## src/rtl/msu_sector_streamer.sv

```systemverilog
// Streams a byte-sized audio track from 512-byte sectors into a sample FIFO,
// with fill-level throttling of sector requests, loop-point wrap and stop/restart.
module msu_sector_streamer #(
    parameter int LBA_W     = 21,
    parameter int SECT_LOG2 = 8,
    parameter int USEDW_W   = 12,
    parameter int HIGH_MARK = 1792
) (
    input  logic               clk,
    input  logic               reset,
    input  logic               play,
    input  logic               stop,
    input  logic               repeat_en,
    input  logic [31:0]        img_size,
    input  logic [31:0]        loop_word,
    input  logic               sd_ack,
    input  logic               sd_buff_wr,
    input  logic [15:0]        sd_buff_dout,
    input  logic [USEDW_W-1:0] fifo_usedw,
    output logic               sd_rd,
    output logic [LBA_W-1:0]   sd_lba,
    output logic               fifo_wr,
    output logic [15:0]        fifo_data,
    output logic               playing,
    output logic               looped,
    output logic               done
);

    typedef enum logic [2:0] {IDLE, REQ, XFER, NEXT, END, DRAIN} state_t;

    localparam logic [SECT_LOG2-1:0] MASK = '1;
    localparam logic [USEDW_W-1:0]   HIGH = USEDW_W'(HIGH_MARK);

    state_t               r_state, w_state_n;
    logic                 r_sd_rd, w_sd_rd_n;
    logic [LBA_W-1:0]     r_lba, w_lba_n;
    logic                 r_fifo_wr, w_fifo_wr_n;
    logic [15:0]          r_fifo_data, w_fifo_data_n;
    logic                 r_playing, w_playing_n;
    logic                 r_looped, w_looped_n;
    logic                 r_done, w_done_n;
    logic [SECT_LOG2:0]   r_cnt, w_cnt_n;
    logic [SECT_LOG2-1:0] r_start_off, w_start_off_n;
    logic                 r_restart, w_restart_n;

    logic                 r_tw_zero;
    logic [LBA_W-1:0]     r_end_lba, r_loop_lba;
    logic [SECT_LOG2-1:0] r_end_off, r_loop_off;

    logic [31:0]          w_tw, w_last;
    logic                 w_tw_zero, w_loop_ok;
    logic [LBA_W-1:0]     w_end_lba, w_loop_lba;
    logic [SECT_LOG2-1:0] w_end_off, w_loop_off, w_idx, w_stop_off;
    logic                 w_go, w_abort, w_in_win;

    assign w_tw       = img_size >> 1;
    assign w_last     = w_tw - 32'd1;
    assign w_tw_zero  = (w_tw == 32'd0);
    assign w_end_lba  = LBA_W'(w_last >> SECT_LOG2);
    assign w_end_off  = w_last[SECT_LOG2-1:0];
    assign w_loop_ok  = (loop_word < w_tw);
    assign w_loop_lba = w_loop_ok ? LBA_W'(loop_word >> SECT_LOG2) : '0;
    assign w_loop_off = w_loop_ok ? loop_word[SECT_LOG2-1:0] : '0;

    // play together with stop counts as stop only
    assign w_go    = play & ~stop;
    assign w_abort = play | stop;

    assign w_idx      = r_cnt[SECT_LOG2-1:0];
    assign w_stop_off = (r_lba == r_end_lba) ? r_end_off : MASK;
    assign w_in_win   = (w_idx >= r_start_off) && (w_idx <= w_stop_off);

    always_ff @(posedge clk or posedge reset) begin
        if (reset) begin
            r_tw_zero  <= 1'b1;
            r_end_lba  <= '0;
            r_end_off  <= '0;
            r_loop_lba <= '0;
            r_loop_off <= '0;
        end else if (w_go) begin
            r_tw_zero  <= w_tw_zero;
            r_end_lba  <= w_end_lba;
            r_end_off  <= w_end_off;
            r_loop_lba <= w_loop_lba;
            r_loop_off <= w_loop_off;
        end
    end

    always_ff @(posedge clk or posedge reset) begin
        if (reset) begin
            r_state     <= IDLE;
            r_sd_rd     <= 1'b0;
            r_lba       <= '0;
            r_fifo_wr   <= 1'b0;
            r_fifo_data <= '0;
            r_playing   <= 1'b0;
            r_looped    <= 1'b0;
            r_done      <= 1'b0;
            r_cnt       <= '0;
            r_start_off <= '0;
            r_restart   <= 1'b0;
        end else begin
            r_state     <= w_state_n;
            r_sd_rd     <= w_sd_rd_n;
            r_lba       <= w_lba_n;
            r_fifo_wr   <= w_fifo_wr_n;
            r_fifo_data <= w_fifo_data_n;
            r_playing   <= w_playing_n;
            r_looped    <= w_looped_n;
            r_done      <= w_done_n;
            r_cnt       <= w_cnt_n;
            r_start_off <= w_start_off_n;
            r_restart   <= w_restart_n;
        end
    end

    always_comb begin
        w_state_n     = r_state;
        w_sd_rd_n     = r_sd_rd;
        w_lba_n       = r_lba;
        w_fifo_wr_n   = 1'b0;
        w_fifo_data_n = r_fifo_data;
        w_playing_n   = r_playing;
        w_looped_n    = 1'b0;
        w_done_n      = 1'b0;
        w_cnt_n       = r_cnt;
        w_start_off_n = r_start_off;
        w_restart_n   = r_restart;
        case (r_state)
            IDLE: begin
                w_restart_n = 1'b0;
                // a restart pending from an abort uses the values captured with that play
                if (w_go || (r_restart && !stop)) begin
                    if (w_go ? w_tw_zero : r_tw_zero) begin
                        w_done_n = 1'b1;
                    end else begin
                        w_lba_n       = '0;
                        w_start_off_n = '0;
                        w_playing_n   = 1'b1;
                        w_state_n     = REQ;
                    end
                end
            end
            REQ: begin
                if (w_abort) begin
                    w_sd_rd_n   = 1'b0;
                    w_playing_n = 1'b0;
                    w_restart_n = w_go;
                    w_state_n   = IDLE;
                end else if (r_sd_rd) begin
                    if (sd_ack) begin
                        w_sd_rd_n = 1'b0;
                        w_cnt_n   = '0;
                        w_state_n = XFER;
                    end
                end else if (fifo_usedw < HIGH) begin
                    w_sd_rd_n = 1'b1;
                end
            end
            XFER: begin
                if (w_abort) begin
                    w_restart_n = w_go;
                    w_state_n   = DRAIN;
                end else if (!sd_ack) begin
                    w_state_n = NEXT;
                end else if (sd_buff_wr && !r_cnt[SECT_LOG2]) begin
                    w_cnt_n = r_cnt + 1'b1;
                    if (w_in_win) begin
                        w_fifo_wr_n   = 1'b1;
                        w_fifo_data_n = sd_buff_dout;
                    end
                end
            end
            NEXT: begin
                if (w_abort) begin
                    w_playing_n = 1'b0;
                    w_restart_n = w_go;
                    w_state_n   = IDLE;
                end else if (r_lba < r_end_lba) begin
                    w_lba_n       = r_lba + 1'b1;
                    w_start_off_n = '0;
                    w_state_n     = REQ;
                end else begin
                    w_state_n = END;
                end
            end
            END: begin
                if (w_abort) begin
                    w_playing_n = 1'b0;
                    w_restart_n = w_go;
                    w_state_n   = IDLE;
                end else if (repeat_en) begin
                    w_lba_n       = r_loop_lba;
                    w_start_off_n = r_loop_off;
                    w_looped_n    = 1'b1;
                    w_state_n     = REQ;
                end else begin
                    w_done_n    = 1'b1;
                    w_playing_n = 1'b0;
                    w_lba_n     = '0;
                    w_state_n   = IDLE;
                end
            end
            DRAIN: begin
                if (w_go) begin
                    w_restart_n = 1'b1;
                end else if (stop) begin
                    w_restart_n = 1'b0;
                end
                if (!sd_ack) begin
                    w_playing_n = 1'b0;
                    w_state_n   = IDLE;
                end
            end
            default: w_state_n = IDLE;
        endcase
    end

    assign sd_rd     = r_sd_rd;
    assign sd_lba    = r_lba;
    assign fifo_wr   = r_fifo_wr;
    assign fifo_data = r_fifo_data;
    assign playing   = r_playing;
    assign looped    = r_looped;
    assign done      = r_done;

endmodule

```

## config.mk

```make
export PLATFORM = sky130hd
export DESIGN_NAME = msu_sector_streamer
export DESIGN_NICKNAME = d
export VERILOG_FILES = /design/src/rtl/msu_sector_streamer.sv
export SDC_FILE = /design/constraint.sdc
export NUM_CORES = 1
export LEC_CHECK = 0
export CAP_MARGIN = 15
export CELL_PAD_IN_SITES_DETAIL_PLACEMENT = 1
export CELL_PAD_IN_SITES_GLOBAL_PLACEMENT = 1
export CORE_MARGIN = 2
export CORE_UTILIZATION = 39
export CTS_CLUSTER_DIAMETER = 150
export CTS_CLUSTER_SIZE = 24
export DETAILED_ROUTE_END_ITERATION = 10
export DONT_BUFFER_PORTS = 1
export PLACE_DENSITY = 0.74
export SYNTH_ARGS = -nofsm -noshare
export SYNTH_HDL_FRONTEND = slang
export SYNTH_SLANG_ARGS = --single-unit
export TNS_END_PERCENT = 50
```

## constraint.sdc

```tcl
create_clock -name clk -period 10 [get_ports clk]
set_input_delay 2 -clock clk [delete_from_list [all_inputs] [get_ports clk]]
set_output_delay 2 -clock clk [all_outputs]
set_load 0.02 [all_outputs]
```

After elaboration in Yosys (flattened, before gate mapping)
Index checks and enable logic that the tools add are counted.
{"block": "op_classes", "add_sub_neg": 3, "n_lt_le_gt_ge": 5, "n_eq_ne": 26, "muxes": 66, "bitwise_logic": 4, "n_reduce_logical": 21}
{"op": "21-bit two-way mux", "n": 7}
{"op": "8-bit two-way mux", "n": 8}
{"op": "21-bit case mux with 3 select lines", "n": 1}
{"op": "9-bit two-way mux", "n": 6}
{"op": "32-bit logical NOT", "n": 1}
{"op": "32-bit by 31-bit < comparator with 1-bit output", "n": 1}
{"op": "3-bit two-way mux", "n": 10}
{"op": "29-bit by 1-bit subtractor with 29-bit output, second input constant", "n": 1}
{"op": "1-bit two-way mux", "n": 28}
{"op": "2-bit inequality test, second input constant", "n": 13}
{"op": "8-bit case mux with 3 select lines", "n": 1}
{"op": "21-bit by 1-bit adder with 21-bit output, second input constant", "n": 1}
{"op": "21-bit equality test", "n": 1}
{"op": "21-bit < comparator", "n": 1}
{"op": "3-bit case mux with 6 select lines", "n": 1}
{"op": "9-bit case mux with 2 select lines", "n": 1}
{"op": "6-bit AND reduction", "n": 3}
{"op": "3-bit inequality test, second input constant", "n": 5}
{"op": "7-bit AND reduction", "n": 2}
{"op": "12-bit by 11-bit < comparator with 1-bit output, second input constant", "n": 1}
{"op": "9-bit by 1-bit adder with 9-bit output, second input constant", "n": 1}
{"op": "8-bit greater-or-equal comparator", "n": 1}
{"op": "8-bit <= comparator", "n": 1}
{"op": "3-bit by 2-bit equality test with 1-bit output, second input constant", "n": 2}
{"op": "20 further kinds", "n": 27}
{"block": "word_totals", "register_bits": 122, "in_bits": 99, "output_inout_bits": 42, "word_cells": 141}

Logic depth before layout (Yosys ltp)
Gate-level depths: netlist of the first run.
{"block": "logic_depth", "word_depth": 9, "ltp_mapped": 15, "ltp_nobuf": 13}

Least setup slack after synthesis of the first run
OpenSTA, ideal clock, no wires.
{"block": "synth_path", "path_type": "input port to flip-flop", "start": "input port img_size[2]", "end": "register r_lba[20], in the netlist sd_lba[20]", "setup_ns": 0.131, "arrival_time_ns": 3.796, "required_time_ns": 9.869, "path_slack_ns": 6.073, "path_stages": 9, "n_path_buf": 1, "path_cell_list": "inv_1 -> ha_1 -> or4b_1 -> nor2_1 -> nand4_4 -> nand2_4 -> buf_8 -> a21oi_2 -> or3_1"}
{"block": "synth_via", "elab_chain_len": 4}
{"item": "start, declared", "line": "14", "rtl": "input logic [31:0] img_size,"}
{"item": "32-bit logical NOT", "line": "58", "rtl": "assign w_tw_zero = (w_tw == 32'd0);"}
{"item": "1-bit two-way mux", "line": "134", "rtl": "if (w_go ? w_tw_zero : r_tw_zero) begin"}
{"item": "2-bit inequality test (no line)"}
{"item": "6-bit AND reduction (no line)"}
{"item": "end signal, assigned", "line": "105", "rtl": "r_lba <= w_lba_n;"}
{"item": "end, declared", "line": "36", "rtl": "logic [LBA_W-1:0] r_lba, w_lba_n;"}
No other way between the ends.
A chain may end at the register's enable or synchronous reset.

Final worst setup path of the first run
{"block": "layout_path", "start": "register r_lba[18], in the netlist sd_lba[18]", "end": "register r_fifo_data[10], in the netlist fifo_data[10]"}
{"block": "layout_via", "elab_chain_len": 5}
{"item": "21-bit equality test", "line": "70", "rtl": "assign w_stop_off = (r_lba == r_end_lba) ? r_end_off : MASK;"}
{"item": "8-bit two-way mux", "line": "70"}
{"item": "8-bit <= comparator", "line": "71", "rtl": "assign w_in_win = (w_idx >= r_start_off) && (w_idx <= w_stop_off);"}
{"item": "1-bit logical AND", "line": "71"}
{"item": "5-bit AND reduction (no line)"}
{"item": "end signal, assigned", "line": "107", "rtl": "r_fifo_data <= w_fifo_data_n;"}
{"item": "end, declared", "line": "38", "rtl": "logic [15:0] r_fifo_data, w_fifo_data_n;"}
No other way between the ends.

==> results of run 1 <==
power breakdown:
group / internal [mW] / leakage [nW] / switching (mW)
Sequential: 0.535 / 1.62 / 0.0548
Clock: 0.404 / 0.295 / 0.249
Combinational: 0.0783 / 2.09 / 0.106
through the flow:
stage               worst slack, ns  instance area, sq um  power [mW]
detailed placement            5.245                  8041      0.7825
CTS                           5.541                  8663       1.439
global route                  5.292                  8663       1.490
floorplan                     4.759                  7820      0.7299
finish                        5.600                  8663       1.427
global placement              5.288                  8041      0.7726
per-layer routing:
| metal | wire length [um] | vias up |
|---|---|---|
| met5 | 0 | - |
| met4 | 319 | 0 |
| met3 | 1166 | 26 |
| met2 | 9991 | 152 |
| met1 | 10320 | 3124 |
| li1 | - | 3043 |
layout by cell type, fill, tap and decap left out, drive strengths merged, types with 5 or more instances in the layout:
cell type / instances
or4: 6
a22o: 30
nand2: 82
nand4: 21
a21oi: 39
ha: 70
dfrtp: 121
a22oi: 14
nor2b: 5
xor2: 5
o211a: 5
and3: 13
and2: 7
xnor2: 25
a32oi: 6
o22ai: 5
a2111oi: 5
o21ai: 66
nand3: 19
mux2i: 5
o221a: 5
nor2: 48
a21o: 10
buf: 5
nand2b: 7
inv: 82
o211ai: 7
mux2: 17
clkbuf: 18
nor3: 17
nor4: 13
worst max-delay path by stage:
stage | from | end | slack (ns) | depth (start not counted)
global route | sd_lba[18]$_DFFE_PP0P_ | fifo_data[6]$_DFFE_PP0P_ | 5.29 | 12
detailed placement | img_size[2] | sd_lba[14]$_DFFE_PP0P_ | 5.25 | 8
floorplan | reset | done$_DFF_PP0_ | 4.76 | 1
CTS | sd_lba[20]$_DFFE_PP0P_ | fifo_data[10]$_DFFE_PP0P_ | 5.54 | 12
global placement | img_size[2] | sd_lba[14]$_DFFE_PP0P_ | 5.29 | 8
finish | sd_lba[18]$_DFFE_PP0P_ | fifo_data[10]$_DFFE_PP0P_ | 5.60 | 12
state kept, by name (all words and copies together) (netlist names):
register	flops
r_end_lba	21
r_loop_lba	21
sd_lba	21
fifo_data	16
r_cnt	9
r_end_off	8
r_loop_off	8
r_start_off	8
r_state	3
done	1
fifo_wr	1
looped	1
playing	1
r_restart	1
r_tw_zero	1
sd_rd	1
final cells by class:
class	instances	share of cell area
multi-input cells	606	0.4999
repair buffers	5	0.004333
flip-flops and latches	122	0.3525
well taps	265	0.03827
clock buffers	18	0.05069
clock inverters	14	0.02109
inverters	76	0.03322
cells by family after synthesis:
| family | count (synthesis) | share of synthesized area |
|---|---|---|
| AOI/OAI and AO/OA | 227 | 0.2026 |
| buffers and inverters | 112 | 0.05824 |
| and+or+nand+nor | 257 | 0.1722 |
| adders and majority gates | 70 | 0.1120 |
| xor gates and xnor gates | 30 | 0.03360 |
| DFF | 122 | 0.3906 |
| muxes | 22 | 0.03088 |
tightest hold or removal path: stages (launching register included):
cell     delay [ns]
dfrtp_1        0.34
nand2_1        0.05
o21ai_0        0.06
==> results.json, run 1 <==
{
  "synth-seq-area-share": 0.3906,
  "cp.arrival_ns": 4.71,
  "hold-path-cell-count": 2,
  "maxSlewHeadroom": 0.3406,
  "die_x_um": 145.6,
  "grt_pass1_vias": 6471,
  "crit_family": "simple AND/OR/NAND/NOR gates",
  "grt.total_usage": 0.2093,
  "drv_slew": 0,
  "instances_no_fill": 1106,
  "ctsRootBufferMaster": "clkbuf_16",
  "antenna_cells": 0,
  "busiest_layer": "met2",
  "synth_most_common_cell": "dfrtp_1",
  "dominantRegCellSynth": "dfrtp_1",
  "regToRegEndpoint": "fifo_data[10]$_DFFE_PP0P_",
  "worstSkewPairLatency_ns": 0.42,
  "nNetsFinal": 997,
  "first_iter_violations": 326,
  "io_pins": 141,
  "r2r-start": "sd_lba[18]$_DFFE_PP0P_",
  "postCtsHoldBufs": 0,
  "rsz0062_at_grt": "false",
  "crit_path_end_kind": "flip-flop",
  "hold_viol_final": 0,
  "use_met1": 0.2871,
  "reg2reg_slack_ns": 5.60,
  "synth_area_leaders": "dfrtp_1 (39%), ha_1 (11%), o21ai_0 (3.9%), nand2_1 (3.9%), inv_1 (3.6%)",
  "wirelength_um": 21800,
  "yosysWarnings": 0,
  "cp_slowest_cell": "and3b_1",
  "die_h_um": 145.6,
  "hold_end": "r_end_lba[20]$_DFFE_PP0P_",
  "use_met2": 0.3308,
  "multi_input_area_sq_um": 4330,
  "overflow": 0,
  "crit_required_ns": 10.31,
  "worstSetupPathType": "reg -> reg",
  "coreArea_sq_um": 19590,
  "synth_cell_types": 75,
  "async_flop_share": 1.000,
  "clock_path_buffers": 2,
  "path_max_fanout": 17,
  "dp.final_hpwl_um": 16090,
  "cts_tree": "built",
  "hold_start": "r_end_lba[20]$_DFFE_PP0P_",
  "fin_crit_sh": 0.4400,
  "hold_class": "reg -> reg",
  "avgViaCountPerCell": 5.737,
  "fmaxAchievable_ghz": 0.2273,
  "ir_drop_v": 0.00008147,
  "crit_chain": "ha_1, nand4_1, nor4_1, nand4_1, nor2_1, ha_1, a21o_1, a21o_1, a21oi_1, o21ai_0, and3b_1, mux2_2",
  "num_rows": 51,
  "antenna_found_initial": 0,
  "crit_buf_inv": 0,
  "ff2ff_path_depth": 12,
  "synthCells": 840,
  "grt_pass1_wl_um": 35530,
  "tightest_slew_ns": 0.9810,
  "post-cts-setup-buffer-count": 0,
  "fillCellCount": 2275,
  "cts.repair.resized": 0,
  "grt.met3_usage": 0.04953,
  "grt_max_degree": 91,
  "clkTransAtPathRegs_ns": 0.06,
  "tns_ns": 0,
  "leakagePower_nw": 4.008,
  "cap_violations": 0,
  "cts_buffers": 17,
  "syn_area_sq_um": 7820,
  "post_drt_wl_per_cell_um": 19.71,
  "synthesis.nets": 1009,
  "drive_above_1_share": 0.09750,
  "first_pass_iters": 5,
  "cpPeakStageDelay_ns": 0.71,
  "drc": 0,
  "cts_htree_levels": 4,
  "utilization": 0.4422,
  "routed-via-count": 6345,
  "synth_commonest_cells": "dfrtp_1 (121), nand2_1 (81), inv_1 (76)",
  "area_growth_pct": 10.78,
  "period_minus_slack_ns": 4.400,
  "clock_skew_ns": 0.006697,
  "gp_congestion": 0.8299,
  "cts_sinks": 122,
  "ant_nets": 0,
  "port_buffers": 0,
  "syn_avg_cell_area_sq_um": 9.310,
  "synth_seq_cells": 122,
  "setup-violations-final": 0,
  "startpoint_type": "flip-flop",
  "seq_area_sq_um": 3054,
  "status": "finished clean",
  "synth.top_cell.area_share": 0.3872,
  "synth_edf_count": 0,
  "dieArea_sq_um": 21200,
  "start_util": 0.3992,
  "powerDensity_nw_per_um2": 164.7,
  "yosysTopAreaCell": "dfrtp_1",
  "dpl.cell_count": 1074,
  "whs_ns": 0.4844
}
No activity file was read; power rests on OpenSTA's default activity.
==> run 2, diff against run 1 <==
--- a/config.mk
+++ b/config.mk
@@ -14,7 +14,7 @@
 export CTS_CLUSTER_SIZE = 24
 export DETAILED_ROUTE_END_ITERATION = 10
 export DONT_BUFFER_PORTS = 1
-export PLACE_DENSITY = 0.74
+export PLACE_DENSITY = 0.77
 export SYNTH_ARGS = -nofsm -noshare
 export SYNTH_HDL_FRONTEND = slang
 export SYNTH_SLANG_ARGS = --single-unit
==> constraint.sdc (replaced) <==
create_clock -name clk -period 3.5 [get_ports clk]
set_input_delay 0.7 -clock clk [delete_from_list [all_inputs] [get_ports clk]]
set_output_delay 0.7 -clock clk [all_outputs]
set_load 0.02 [all_outputs]
==> results.json, run 2 (synthesis results as in run 1) <==
{
  "status": "finished, violations left",
  "violations": "setup timing",
  "ant_nets": 0,
  "first_pass_iters": 4,
  "ir_drop_v": 0.0002941,
  "overflow": 0,
  "cts_htree_levels": 4,
  "cell_internal_pwr_mw": 2.987,
  "grt.total_usage": 0.2218,
  "fin_crit_sh": 1.044,
  "dp.final_hpwl_um": 16880,
  "seq_area_sq_um": 3054,
  "io_pins": 141,
  "cts_buffers": 17,
  "final_cell_mix": "dfrtp_1 (121), nand2_1 (81), inv_1 (74)",
  "avgViaCountPerCell": 5.802,
  "antenna_found_initial": 0,
  "nNetsFinal": 1041,
  "p_clk_frac": 0.460,
  "drv_slew": 0,
  "reg2reg_slack_ns": -0.15,
  "r2r-start": "r_end_lba[17]$_DFFE_PP0P_",
  "worstSetupPathType": "reg -> reg",
  "instances_no_fill": 1150,
  "cts_tree": "built",
  "multi_input_area_sq_um": 4488,
  "antenna_cells": 0,
  "worstSkewPairLatency_ns": 0.43,
  "post-place-ws_ns": -0.1802,
  "grt_pass1_wl_um": 37760,
  "grt_max_degree": 88,
  "crit_path_end_kind": "flip-flop",
  "coreArea_sq_um": 19590,
  "cap_violations": 0,
  "gp_congestion": 0.8530,
  "first_iter_violations": 366,
  "startpoint_type": "flip-flop",
  "hold_class": "in -> reg",
  "cts_sinks": 122,
  "tns_ns": -1.911,
  "setup-violations-final": 16,
  "ctsRootBufferMaster": "clkbuf_16",
  "swShare": 0.2921,
  "path_max_fanout": 8,
  "grt_pass1_vias": 6946,
  "startpoint": "r_end_lba[17]$_DFFE_PP0P_",
  "die_h_um": 145.6,
  "drive_above_1_share": 0.1605,
  "leakagePower_nw": 4.262,
  "wirelength_um": 24160,
  "tightest_slew_ns": 1.020,
  "crit_path_end": "fifo_data[2]$_DFFE_PP0P_",
  "clock_path_buffers": 2,
  "cp.arrival_ns": 3.96,
  "clock_skew_ns": 0.008986,
  "hold_viol_final": 0,
  "p_seq_frac": 0.398,
  "powerDensity_nw_per_um2": 457.7,
  "post_drt_wl_per_cell_um": 21.01,
  "p_comb_frac": 0.142,
  "period_minus_slack_ns": 3.655,
  "maxSlewHeadroom": 0.3200,
  "port_buffers": 0,
  "start_util": 0.3992,
  "regToRegEndpoint": "fifo_data[2]$_DFFE_PP0P_",
  "die_x_um": 145.6,
  "switching_power_mw": 1.232,
  "ff2ff_path_depth": 16,
  "final_common_cell": "dfrtp_1",
  "area_growth_pct": 17.89,
  "dpl.cell_count": 1111,
  "clkTransAtPathRegs_ns": 0.06,
  "layout_setup_ws_ns": -0.1547,
  "dieArea_sq_um": 21200,
  "fillCellCount": 2216,
  "drc": 0,
  "routed-via-count": 6672,
  "rsz0062_at_grt": "true",
  "num_rows": 51,
  "crit_required_ns": 3.81,
  "finalPower_mw": 4.219,
  "fmaxAchievable_ghz": 0.2736
}
==> run 2: cell types whose count changed in the layout (fill, tap and decap cells not counted), moves of 2 or more <==
| cell | change |
|---|---|
| buf_6 | +2 |
| ha_1 | -6 |
| nor2_2 | +4 |
| clkinv_4 | +2 |
| mux2_2 | -10 |
| nor2_4 | +2 |
| inv_6 | -3 |
| mux2_4 | +10 |
| ha_4 | +6 |
| nor2_1 | -6 |
| o21ai_0 | -2 |
| buf_12 | +2 |
| buf_4 | +39 |
==> run 2: power groups by stage <==
stage / registers, mW / logic (mW) / clock network [mW]
finish: 1.68 / 0.601 / 1.94
global route: 1.69 / 0.675 / 2.01
CTS: 1.67 / 0.588 / 1.95
detailed placement: 1.69 / 0.569 / 0
global placement: 1.68 / 0.548 / 0
floorplan: 1.64 / 0.443 / 0
==> run 2: timing repair <==
item,CTS,global route
hold buffers,0,0
resized for setup,5,31
cloned,0,1
pin swaps,4,14
setup endpoints to repair,16,17
buffers inserted,3,4
==> run 2: how the worst min path moves through the flow <==
stage / start / endpoint / depth (start not counted)
6_report: stop / done$_DFF_PP0_ / 1
5_1_grt: stop / done$_DFF_PP0_ / 1
4_1_cts: stop / done$_DFF_PP0_ / 1
3_5_place_dp: r_end_lba[5]$_DFFE_PP0P_ / r_end_lba[5]$_DFFE_PP0P_ / 2
3_3_place_gp: r_end_lba[4]$_DFFE_PP0P_ / r_end_lba[4]$_DFFE_PP0P_ / 2
2_1_floorplan: r_end_off[0]$_DFFE_PP0P_ / r_end_off[0]$_DFFE_PP0P_ / 2
==> run 2: worst max-delay path: stages (launching register included) <==
cell,delay [ns]
dfrtp_1,0.39
inv_2,0.07
ha_4,0.25
nand4_1,0.20
nor4_4,0.39
buf_4,0.18
nand4_1,0.13
buf_6,0.17
buf_6,0.12
nor2_1,0.13
ha_1,0.28
nand4_1,0.17
nor2_2,0.06
a211o_1,0.26
and3b_2,0.25
clkbuf_16,0.18
mux2_4,0.30
==> run 2: metrics by stage <==
stage	utilization	hold WS, ns	cell area [sq um]
3_3_place_gp	0.4257	0.4625	8339
5_1_grt	0.4706	0.3352	9219
6_report	0.4706	0.3477	9219
2_1_floorplan	-	0.4425	7824
3_5_place_dp	0.4257	0.4714	8339
4_1_cts	0.4606	0.3345	9024
==> run 2: per-layer routing <==
layer  GRT usage  vias up  wire length (um)  part of all wire
met5           0        -                 0                 0
met4     0.04755        0               299             0.012
met1      0.2935     3349             10950              0.45
met2      0.3635      182             11470              0.47
li1            -     3117                 -                 -
met3     0.06332       24              1437             0.059
==> run 2: cell type report <==
class	count	area share
Clock buffer	17	0.04615
Timing Repair Buffer	49	0.04533
Clock inverter	15	0.02307
Multi-Input combinational cell	606	0.4868
Tap cell	265	0.03597
Sequential cell	122	0.3313
Inverter	76	0.03135
